--- config.mk ---
export PLATFORM = sky130hd
export DESIGN_NAME = count_sequencer_flat
export DESIGN_NICKNAME = d
export VERILOG_FILES = /design/src/rtl/count_sequencer_pkg.sv /design/src/rtl/count_sequencer_if.sv /design/src/rtl/count_sequencer_tick_prescaler.sv /design/src/rtl/count_sequencer.sv /design/src/flat_wrapper.sv
export SDC_FILE = /design/constraint.sdc
export NUM_CORES = 1
export LEC_CHECK = 0
export BUFFER_PORTS_ARGS = -buffer_cell sky130_fd_sc_hd__buf_2
export CORE_UTILIZATION = 39
export DETAILED_ROUTE_END_ITERATION = 10
export SYNTH_ARGS = -nofsm -noshare
export SYNTH_HDL_FRONTEND = slang
export SYNTH_SLANG_ARGS = --single-unit
export TNS_END_PERCENT = 5
--- constraint.sdc ---
create_clock -name Clk -period 3 [get_ports Clk]
set_input_delay 0 -clock Clk [delete_from_list [all_inputs] [get_ports Clk]]
set_output_delay 0 -clock Clk [all_outputs]
set_load 0.02 [all_outputs]
--- src/rtl/count_sequencer_pkg.sv ---
// Shared definitions for the count_sequencer controller: command opcodes,
// FSM state encoding and the default step rate for the 10 MHz board clock.
package count_sequencer_pkg;

    typedef logic [1:0] op_t;

    localparam op_t OP_LOAD     = 2'b00;
    localparam op_t OP_RUN_UP   = 2'b01;
    localparam op_t OP_RUN_DOWN = 2'b10;
    localparam op_t OP_NOP      = 2'b11;

    typedef enum logic [1:0] {
        S_IDLE = 2'd0,
        S_LOAD = 2'd1,
        S_RUN  = 2'd2,
        S_DONE = 2'd3
    } state_t;

    // 10 MHz board clock -> one counter step per second.
    localparam int unsigned TICK_DIV_DEFAULT = 32'd10_000_000;
    localparam int unsigned DIV_W_DEFAULT    = 32'd24;

endpackage

--- src/rtl/count_sequencer_if.sv ---
// Command channel between the host/front-panel logic and count_sequencer.
//   Cmd_valid  host -> ctrl  command present
//   Cmd_ready  ctrl -> host  controller can accept a command
//   Cmd_op     host -> ctrl  LOAD / RUN_UP / RUN_DOWN / NOP
//   Cmd_value  host -> ctrl  load value or step count
interface count_sequencer_if #(
    parameter int CNT_W = 4
) ();
    import count_sequencer_pkg::*;

    logic             Cmd_valid;
    logic             Cmd_ready;
    op_t              Cmd_op;
    logic [CNT_W-1:0] Cmd_value;

    modport master (
        output Cmd_valid,
        output Cmd_op,
        output Cmd_value,
        input  Cmd_ready
    );

    modport slave (
        input  Cmd_valid,
        input  Cmd_op,
        input  Cmd_value,
        output Cmd_ready
    );

endinterface

--- src/rtl/count_sequencer_tick_prescaler.sv ---
// Modulo-TICK_DIV prescaler that paces counter steps inside the Clk domain.
//   Clk     in   system clock, rising edge
//   nReset  in   asynchronous active-low reset
//   clr     in   synchronous clear; holds the count at zero and masks tick
//   tick    out  high for one cycle whenever the count sits at TICK_DIV-1
module tick_prescaler #(
    parameter int unsigned TICK_DIV = 32'd10_000_000,
    parameter int unsigned DIV_W    = 32'd24
) (
    input  logic Clk,
    input  logic nReset,
    input  logic clr,
    output logic tick
);

    localparam logic [DIV_W-1:0] LAST_CNT = DIV_W'(TICK_DIV - 32'd1);

    logic [DIV_W-1:0] cnt_r;

    // Wrapping prescale counter, parked at zero while cleared.
    always_ff @(posedge Clk or negedge nReset) begin
        if (!nReset) begin
            cnt_r <= '0;
        end else if (clr) begin
            cnt_r <= '0;
        end else if (cnt_r == LAST_CNT) begin
            cnt_r <= '0;
        end else begin
            cnt_r <= cnt_r + 1'b1;
        end
    end

    assign tick = (cnt_r == LAST_CNT) && !clr;

endmodule

--- src/rtl/count_sequencer.sv ---
// Command-driven controller for a CNT_W-bit up/down counter datapath.
// Accepts one command at a time (LOAD value, RUN_UP/RUN_DOWN N steps, NOP)
// and paces RUN steps with an internal prescaler; all logic runs on Clk.
//   Clk, nReset  clock and asynchronous active-low reset
//   cmd          command channel (slave side, Cmd_ready high only in IDLE)
//   Abort        level; ends a RUN early
//   Count_val    counter output fed back for saturation checks
//   Load, Count_en, Up, Count_in   counter controls
//   Busy         command in progress
//   Done         one-cycle pulse closing every accepted command
//   Limit        sticky saturation flag, cleared on the next accept
module count_sequencer
    import count_sequencer_pkg::*;
#(
    parameter int unsigned TICK_DIV = TICK_DIV_DEFAULT,
    parameter int unsigned DIV_W    = DIV_W_DEFAULT,
    parameter int          CNT_W    = 4,
    parameter bit          WRAP     = 1'b1
) (
    input  logic             Clk,
    input  logic             nReset,
    count_sequencer_if.slave cmd,
    input  logic             Abort,
    input  logic [CNT_W-1:0] Count_val,
    output logic             Load,
    output logic             Count_en,
    output logic             Up,
    output logic [CNT_W-1:0] Count_in,
    output logic             Busy,
    output logic             Done,
    output logic             Limit
);

    localparam logic [CNT_W-1:0] CNT_MAX  = {CNT_W{1'b1}};
    localparam logic [CNT_W-1:0] CNT_ZERO = {CNT_W{1'b0}};
    localparam logic [CNT_W-1:0] STEP_ONE = {{(CNT_W-1){1'b0}}, 1'b1};

    state_t           state_r;
    logic [CNT_W-1:0] steps_r;
    logic [CNT_W-1:0] count_in_r;
    logic             up_r;
    logic             load_r;
    logic             count_en_r;
    logic             busy_r;
    logic             done_r;
    logic             limit_r;
    logic             ready_r;

    logic             accept_s;
    logic             tick_s;
    logic             clr_s;
    logic             at_bound_s;

    assign accept_s = cmd.Cmd_valid && ready_r;
    // Prescaler only runs inside RUN, so it restarts from zero on every entry.
    assign clr_s    = (state_r != S_RUN);
    // Saturation only matters when the counter is not allowed to wrap.
    assign at_bound_s = !WRAP && (up_r ? (Count_val == CNT_MAX) : (Count_val == CNT_ZERO));

    tick_prescaler #(
        .TICK_DIV (TICK_DIV),
        .DIV_W    (DIV_W)
    ) u_tick_prescaler (
        .Clk    (Clk),
        .nReset (nReset),
        .clr    (clr_s),
        .tick   (tick_s)
    );

    // Command FSM with registered counter controls and status outputs.
    always_ff @(posedge Clk or negedge nReset) begin
        if (!nReset) begin
            state_r    <= S_IDLE;
            steps_r    <= CNT_ZERO;
            count_in_r <= CNT_ZERO;
            up_r       <= 1'b0;
            load_r     <= 1'b0;
            count_en_r <= 1'b0;
            busy_r     <= 1'b0;
            done_r     <= 1'b0;
            limit_r    <= 1'b0;
            ready_r    <= 1'b1;
        end else begin
            // Single-cycle strobes drop unless re-asserted below.
            load_r     <= 1'b0;
            count_en_r <= 1'b0;
            done_r     <= 1'b0;
            case (state_r)
                S_IDLE: begin
                    if (accept_s) begin
                        busy_r  <= 1'b1;
                        ready_r <= 1'b0;
                        limit_r <= 1'b0;
                        case (cmd.Cmd_op)
                            OP_LOAD: begin
                                state_r    <= S_LOAD;
                                load_r     <= 1'b1;
                                count_in_r <= cmd.Cmd_value;
                            end
                            OP_RUN_UP, OP_RUN_DOWN: begin
                                state_r <= S_RUN;
                                steps_r <= cmd.Cmd_value;
                                up_r    <= (cmd.Cmd_op == OP_RUN_UP);
                            end
                            OP_NOP: begin
                                state_r <= S_DONE;
                                done_r  <= 1'b1;
                            end
                            default: begin
                                state_r <= S_DONE;
                                done_r  <= 1'b1;
                            end
                        endcase
                    end
                end
                S_LOAD: begin
                    state_r <= S_DONE;
                    done_r  <= 1'b1;
                end
                S_RUN: begin
                    // Abort outranks a coincident tick: no step is issued.
                    if (Abort) begin
                        state_r <= S_DONE;
                        done_r  <= 1'b1;
                    end else if (steps_r == CNT_ZERO) begin
                        state_r <= S_DONE;
                        done_r  <= 1'b1;
                    end else if (tick_s) begin
                        if (at_bound_s) begin
                            limit_r <= 1'b1;
                            state_r <= S_DONE;
                            done_r  <= 1'b1;
                        end else begin
                            count_en_r <= 1'b1;
                            steps_r    <= steps_r - STEP_ONE;
                            if (steps_r == STEP_ONE) begin
                                state_r <= S_DONE;
                                done_r  <= 1'b1;
                            end
                        end
                    end
                end
                S_DONE: begin
                    state_r <= S_IDLE;
                    busy_r  <= 1'b0;
                    ready_r <= 1'b1;
                end
                default: begin
                    state_r <= S_IDLE;
                    busy_r  <= 1'b0;
                    ready_r <= 1'b1;
                end
            endcase
        end
    end

    assign cmd.Cmd_ready = ready_r;
    assign Load          = load_r;
    assign Count_en      = count_en_r;
    assign Up            = up_r;
    assign Count_in      = count_in_r;
    assign Busy          = busy_r;
    assign Done          = done_r;
    assign Limit         = limit_r;

endmodule

--- src/flat_wrapper.sv ---
// flat-port wrapper written by rule: the top's interface ports become plain ports
module count_sequencer_flat import count_sequencer_pkg::*;
#(
    parameter int unsigned TICK_DIV = TICK_DIV_DEFAULT,
    parameter int unsigned DIV_W    = DIV_W_DEFAULT,
    parameter int          CNT_W    = 4,
    parameter bit          WRAP     = 1'b1
)
  (Clk, nReset, Abort, Count_val, Load, Count_en, Up, Count_in, Busy, Done, Limit, cmd_Cmd_valid, cmd_Cmd_op, cmd_Cmd_value, cmd_Cmd_ready);
  count_sequencer_if #(.CNT_W(CNT_W)) cmd_i ();
  input  logic Clk;
  input  logic nReset;
  input  logic Abort;
  input  logic [CNT_W-1:0] Count_val;
  output logic Load;
  output logic Count_en;
  output logic Up;
  output logic [CNT_W-1:0] Count_in;
  output logic Busy;
  output logic Done;
  output logic Limit;
  input wire logic [$bits(cmd_i.Cmd_valid)-1:0] cmd_Cmd_valid;
  input wire logic [$bits(cmd_i.Cmd_op)-1:0] cmd_Cmd_op;
  input wire logic [$bits(cmd_i.Cmd_value)-1:0] cmd_Cmd_value;
  output wire logic [$bits(cmd_i.Cmd_ready)-1:0] cmd_Cmd_ready;
  assign cmd_i.Cmd_valid = cmd_Cmd_valid;
  assign cmd_i.Cmd_op = cmd_Cmd_op;
  assign cmd_i.Cmd_value = cmd_Cmd_value;
  assign cmd_Cmd_ready = cmd_i.Cmd_ready;
  count_sequencer #(.TICK_DIV(TICK_DIV), .DIV_W(DIV_W), .CNT_W(CNT_W), .WRAP(WRAP)) u_core (.Clk(Clk), .nReset(nReset), .cmd(cmd_i), .Abort(Abort), .Count_val(Count_val), .Load(Load), .Count_en(Count_en), .Up(Up), .Count_in(Count_in), .Busy(Busy), .Done(Done), .Limit(Limit));
endmodule
==> results by group <==
Outcome
  • Status: finished, final reports clean

Synth
  • Syn. warnings: 0
  • Adder-cell area share of the yosys netlist: 0.0562
  • Simple-Gate Fraction of Synth Area: 0.263
  • Mean Syn Cell Area: 10.0 µm²
  • #FFs+latches synth: 40
  • Post-Synthesis Cells: 222
  • Syn Nets: 246
  • Post-synthesis mux area share: 0.0388
  • Main combinational cell family by area after synthesis: simple AND/OR/NAND/NOR gates
  • Complex-gate fraction of the synthesized area: 0.0713
  • Area of the mapped netlist: 2230 µm²
  • Unique masters post-synth: 47
  • Post-synthesis xor/xnor area fraction: 0.0865
  • Seq/Total Area, Yosys: 0.450

Floorplan
  • Core area: 5510 µm²
  • Std-Cell Rows: 27
  • Die area: 6020 µm²
  • Io pins: 25
  • Chip height: 77.6 µm
  • Die width: 77.6 µm
  • Initial Util: 0.404

Global route
  • First-pass GRT wire length: 7.49 mm
  • Vias in the first global route: 1696
  • Initial antenna violation count: 0
  • Largest net degree at the start of global routing: 41
  • All-Layer GR Usage: 0.161
  • Grt ovf: 0

Layout
  • Fin nets: 272
  • FILL cells: 515
  • Fin area: 2540 µm²
  • Area Overhead vs Synth: 14.0%
  • Fraction of layout cells with a size suffix above 1: 0.181
  • Diodes inserted: 0

Timing
  • Setup TNS: 0 ns
  • FMAX: 461 MHz
  • Min Clock Period, post-route: 2.17 ns
  • Worst slew pin tran: 0.892 ns
  • Final setup fails: 0
  • Fin. Hold Viols: 0
  • Tcrit/Tclk final: 0.724
  • Slew Viols, Final: 0
  • Skew final: 0.00902 ns
  • RSZ-0062 raised after global routing: false
  • Max-slew headroom: 0.406

Clocking
  • Clk root buf: clkbuf_8
  • H-Tree Depth: 2
  • TritonCTS Buffers: 5
  • CTS sink count: 40
  • CTS tree: built
  • Skew-Pair Late Insertion Delay: 0.30 ns
  • Clock Pin Slew Worst Setup and Hold Paths: 0.08 ns
  • Maximum clock path buffer count: 2
  • CTS resizes: 0

Detailed routing
  • DRC: 0
  • Routed length per instance: 13.4 µm
  • Pre-Repair DR Iteration Count: 4
  • Total Wirelength: 4.31 mm
  • Vias: 1657
  • Antenna-violating nets left: 0
  • DR vias/cell: 5.16
  • First DRT Iteration DRCs: 55

Worst hold path
  • Min-delay worst type: input pin to register
  • Hold Crit Endpoint: u_core.cmd.Cmd_ready$_DFFE_PN1P_
  • Worst Hold Launch: cmd_Cmd_valid
  • Hold path depth: 4

Power and ir drop
  • VDD IR-drop max: 0.000462 V
  • Pwr Density: 703 nW/µm²
  • Leakage: 1.13 nW

Worst setup path
  • FF-to-FF setup slack: 0.83 ns
  • R2R depth: 5
  • WP data required: 3.22 ns
  • Startpoint Class: register
  • Reg2reg start: u_core.u_tick_prescaler.cnt_r[8]$_DFF_PN0_
  • Critical path class: register to register
  • Reg-to-Reg End: u_core.steps_r[1]$_DFFE_PN0P_
  • CP Max Fanout: 24
  • WP data arrival: 2.39 ns
  • Critical Path End Type: register

Flow run
  • Number of max-cap violations: 0

Placed design
  • GP Congestion: 0.746
  • Cell Area, Placed: 2380 µm²
  • Dpl hpwl: 2.87 mm
  • IO Port Bufs: 19
[state kept, by name, summed over array words and instances (netlist names)]
name / cells
u_core.Count_en: 1
u_core.Load: 1
u_core.Up: 1
u_core.Busy: 1
u_core.state_r: 2
u_core.Done: 1
u_core.cmd.Cmd_ready: 1
u_core.u_tick_prescaler.cnt_r: 24
u_core.Count_in: 4
u_core.steps_r: 4
[through the flow]
| stage | hold slack [ns] | worst slack [ns] | total power, mW | cells | util |
|---|---|---|---|---|---|
| after global placement | 0.183 | 0.842 | 1.35 | 308 | 0.432 |
| after detailed placement | 0.191 | 0.816 | 1.36 | 308 | 0.432 |
| after floorplan | -0.296 | 1.20 | 1.20 | 222 | - |
| after CTS | 0.0449 | 0.800 | 1.81 | 321 | 0.461 |
| final | 0.0529 | 0.829 | 1.78 | 321 | 0.461 |
| after global routing | 0.0758 | 0.591 | 1.92 | 321 | 0.461 |
[repair_timing]
action	4_1_cts	5_1_grt
hold endpoints to repair	44	0
hold buffers	5	0
setup buffers	0	0
[worst max-delay path: stages (launching register included)]
cell and delay (ns):
dfrtp_1 0.47, or4b_4 0.58, nor4_4 0.24, a31o_2 0.51
a21oi_1 0.14, nor3_1 0.15
[worst max-delay path by stage]
| stage | start | to | slack [ns] | cells past startpoint |
|---|---|---|---|---|
| 6_report | u_core.u_tick_prescaler.cnt_r[8]$_DFF_PN0_ | u_core.steps_r[1]$_DFFE_PN0P_ | 0.83 | 5 |
| 3_3_place_gp | u_core.u_tick_prescaler.cnt_r[8]$_DFF_PN0_ | u_core.steps_r[1]$_DFFE_PN0P_ | 0.84 | 5 |
| 2_1_floorplan | u_core.state_r[0]$_DFFE_PN0P_ | u_core.steps_r[2]$_DFFE_PN0P_ | 1.20 | 6 |
| 4_1_cts | u_core.u_tick_prescaler.cnt_r[8]$_DFF_PN0_ | u_core.steps_r[1]$_DFFE_PN0P_ | 0.80 | 5 |
| 3_5_place_dp | u_core.state_r[0]$_DFFE_PN0P_ | u_core.steps_r[3]$_DFFE_PN0P_ | 0.82 | 7 |
| 5_1_grt | u_core.state_r[0]$_DFFE_PN0P_ | u_core.steps_r[3]$_DFFE_PN0P_ | 0.59 | 7 |
[layer usage]
metal / global-route usage / up-vias / part of all wire
met3: 0.0400 / 7 / 0.031
met2: 0.258 / 23 / 0.47
met5: 0 / - / 0
li1: - / 826 / -
met4: 0.0849 / 0 / 0.020
met1: 0.199 / 801 / 0.48
[kinds of logic (layout without fill, tap and decap cells)]
logic type,count (synthesis),after routing
buf+inv,16,43
xor+xnor,22,22
simple gates,100,100
compound gates,25,25
other cells,1,1
fa+ha+maj,10,10
flops,40,40
mux,8,8
[layout by cell type (no fill, tap or decap), types with 4 or more instances in the layout]
master / n
nand2_1: 21
nor2_1: 31
inv_1: 11
ha_1: 10
mux2_2: 5
nand4_1: 8
dfrtp_1: 39
dlygate4sd3_1: 5
buf_2: 19
clkbuf_8: 5
and3_1: 4
xor2_1: 17
nand3_1: 11
xnor2_1: 5
a21oi_1: 10
o21ai_0: 4
[final cells by class]
class,count,area [µm²],share of cell area
Clock buffer,6,72.6,0.0286
Inverter,11,41.3,0.0163
Timing Repair Buffer,24,145,0.0572
Multi-Input combinational cell,166,1150,0.454
Tap cell,72,90.1,0.0355
Clock inverter,2,35.0,0.0138
Sequential cell,40,1000,0.395
[synthesized netlist by cell type (all sizes together)]
cell	number	share of area
dfrtp	39	0.44
nor2	31	0.052
nand2	21	0.035
xor2	17	0.067
inv	11	0.019
nand3	11	0.025
a21oi	10	0.022
ha	10	0.056
nand4	9	0.032
mux2	5	0.025
xnor2	5	0.020
and3	4	0.011
buf	4	0.012
nor3	4	0.011
o21ai	4	0.0090
and2	3	0.0084
and4	3	0.012
mux2i	3	0.013
nor4b	3	0.017
nor2b	2	0.0090
nor3b	2	0.0090
nor4	2	0.015
o211ai	2	0.0067
o311ai	2	0.0079
a21o	1	0.0034
a221oi	1	0.0039
a31o	1	0.0039
and4b	1	0.0062
and4bb	1	0.0056
clkbuf	1	0.0017
conb	1	0.0017
dfstp	1	0.012
o21a	1	0.0034
o221ai	1	0.0039
o22ai	1	0.0028
o31a	1	0.0039
or3b	1	0.0039
or4	1	0.0034
or4b	1	0.0062
[power by group]
| part | switching [mW] | leakage (nW) | internal [mW] | total, mW |
|---|---|---|---|---|
| sequential | 0.0820 | 0.530 | 0.651 | 0.733 |
| clock | 0.189 | 0.0552 | 0.247 | 0.436 |
| combinational | 0.376 | 0.543 | 0.241 | 0.616 |
Power figures use the tool's default switching activity.
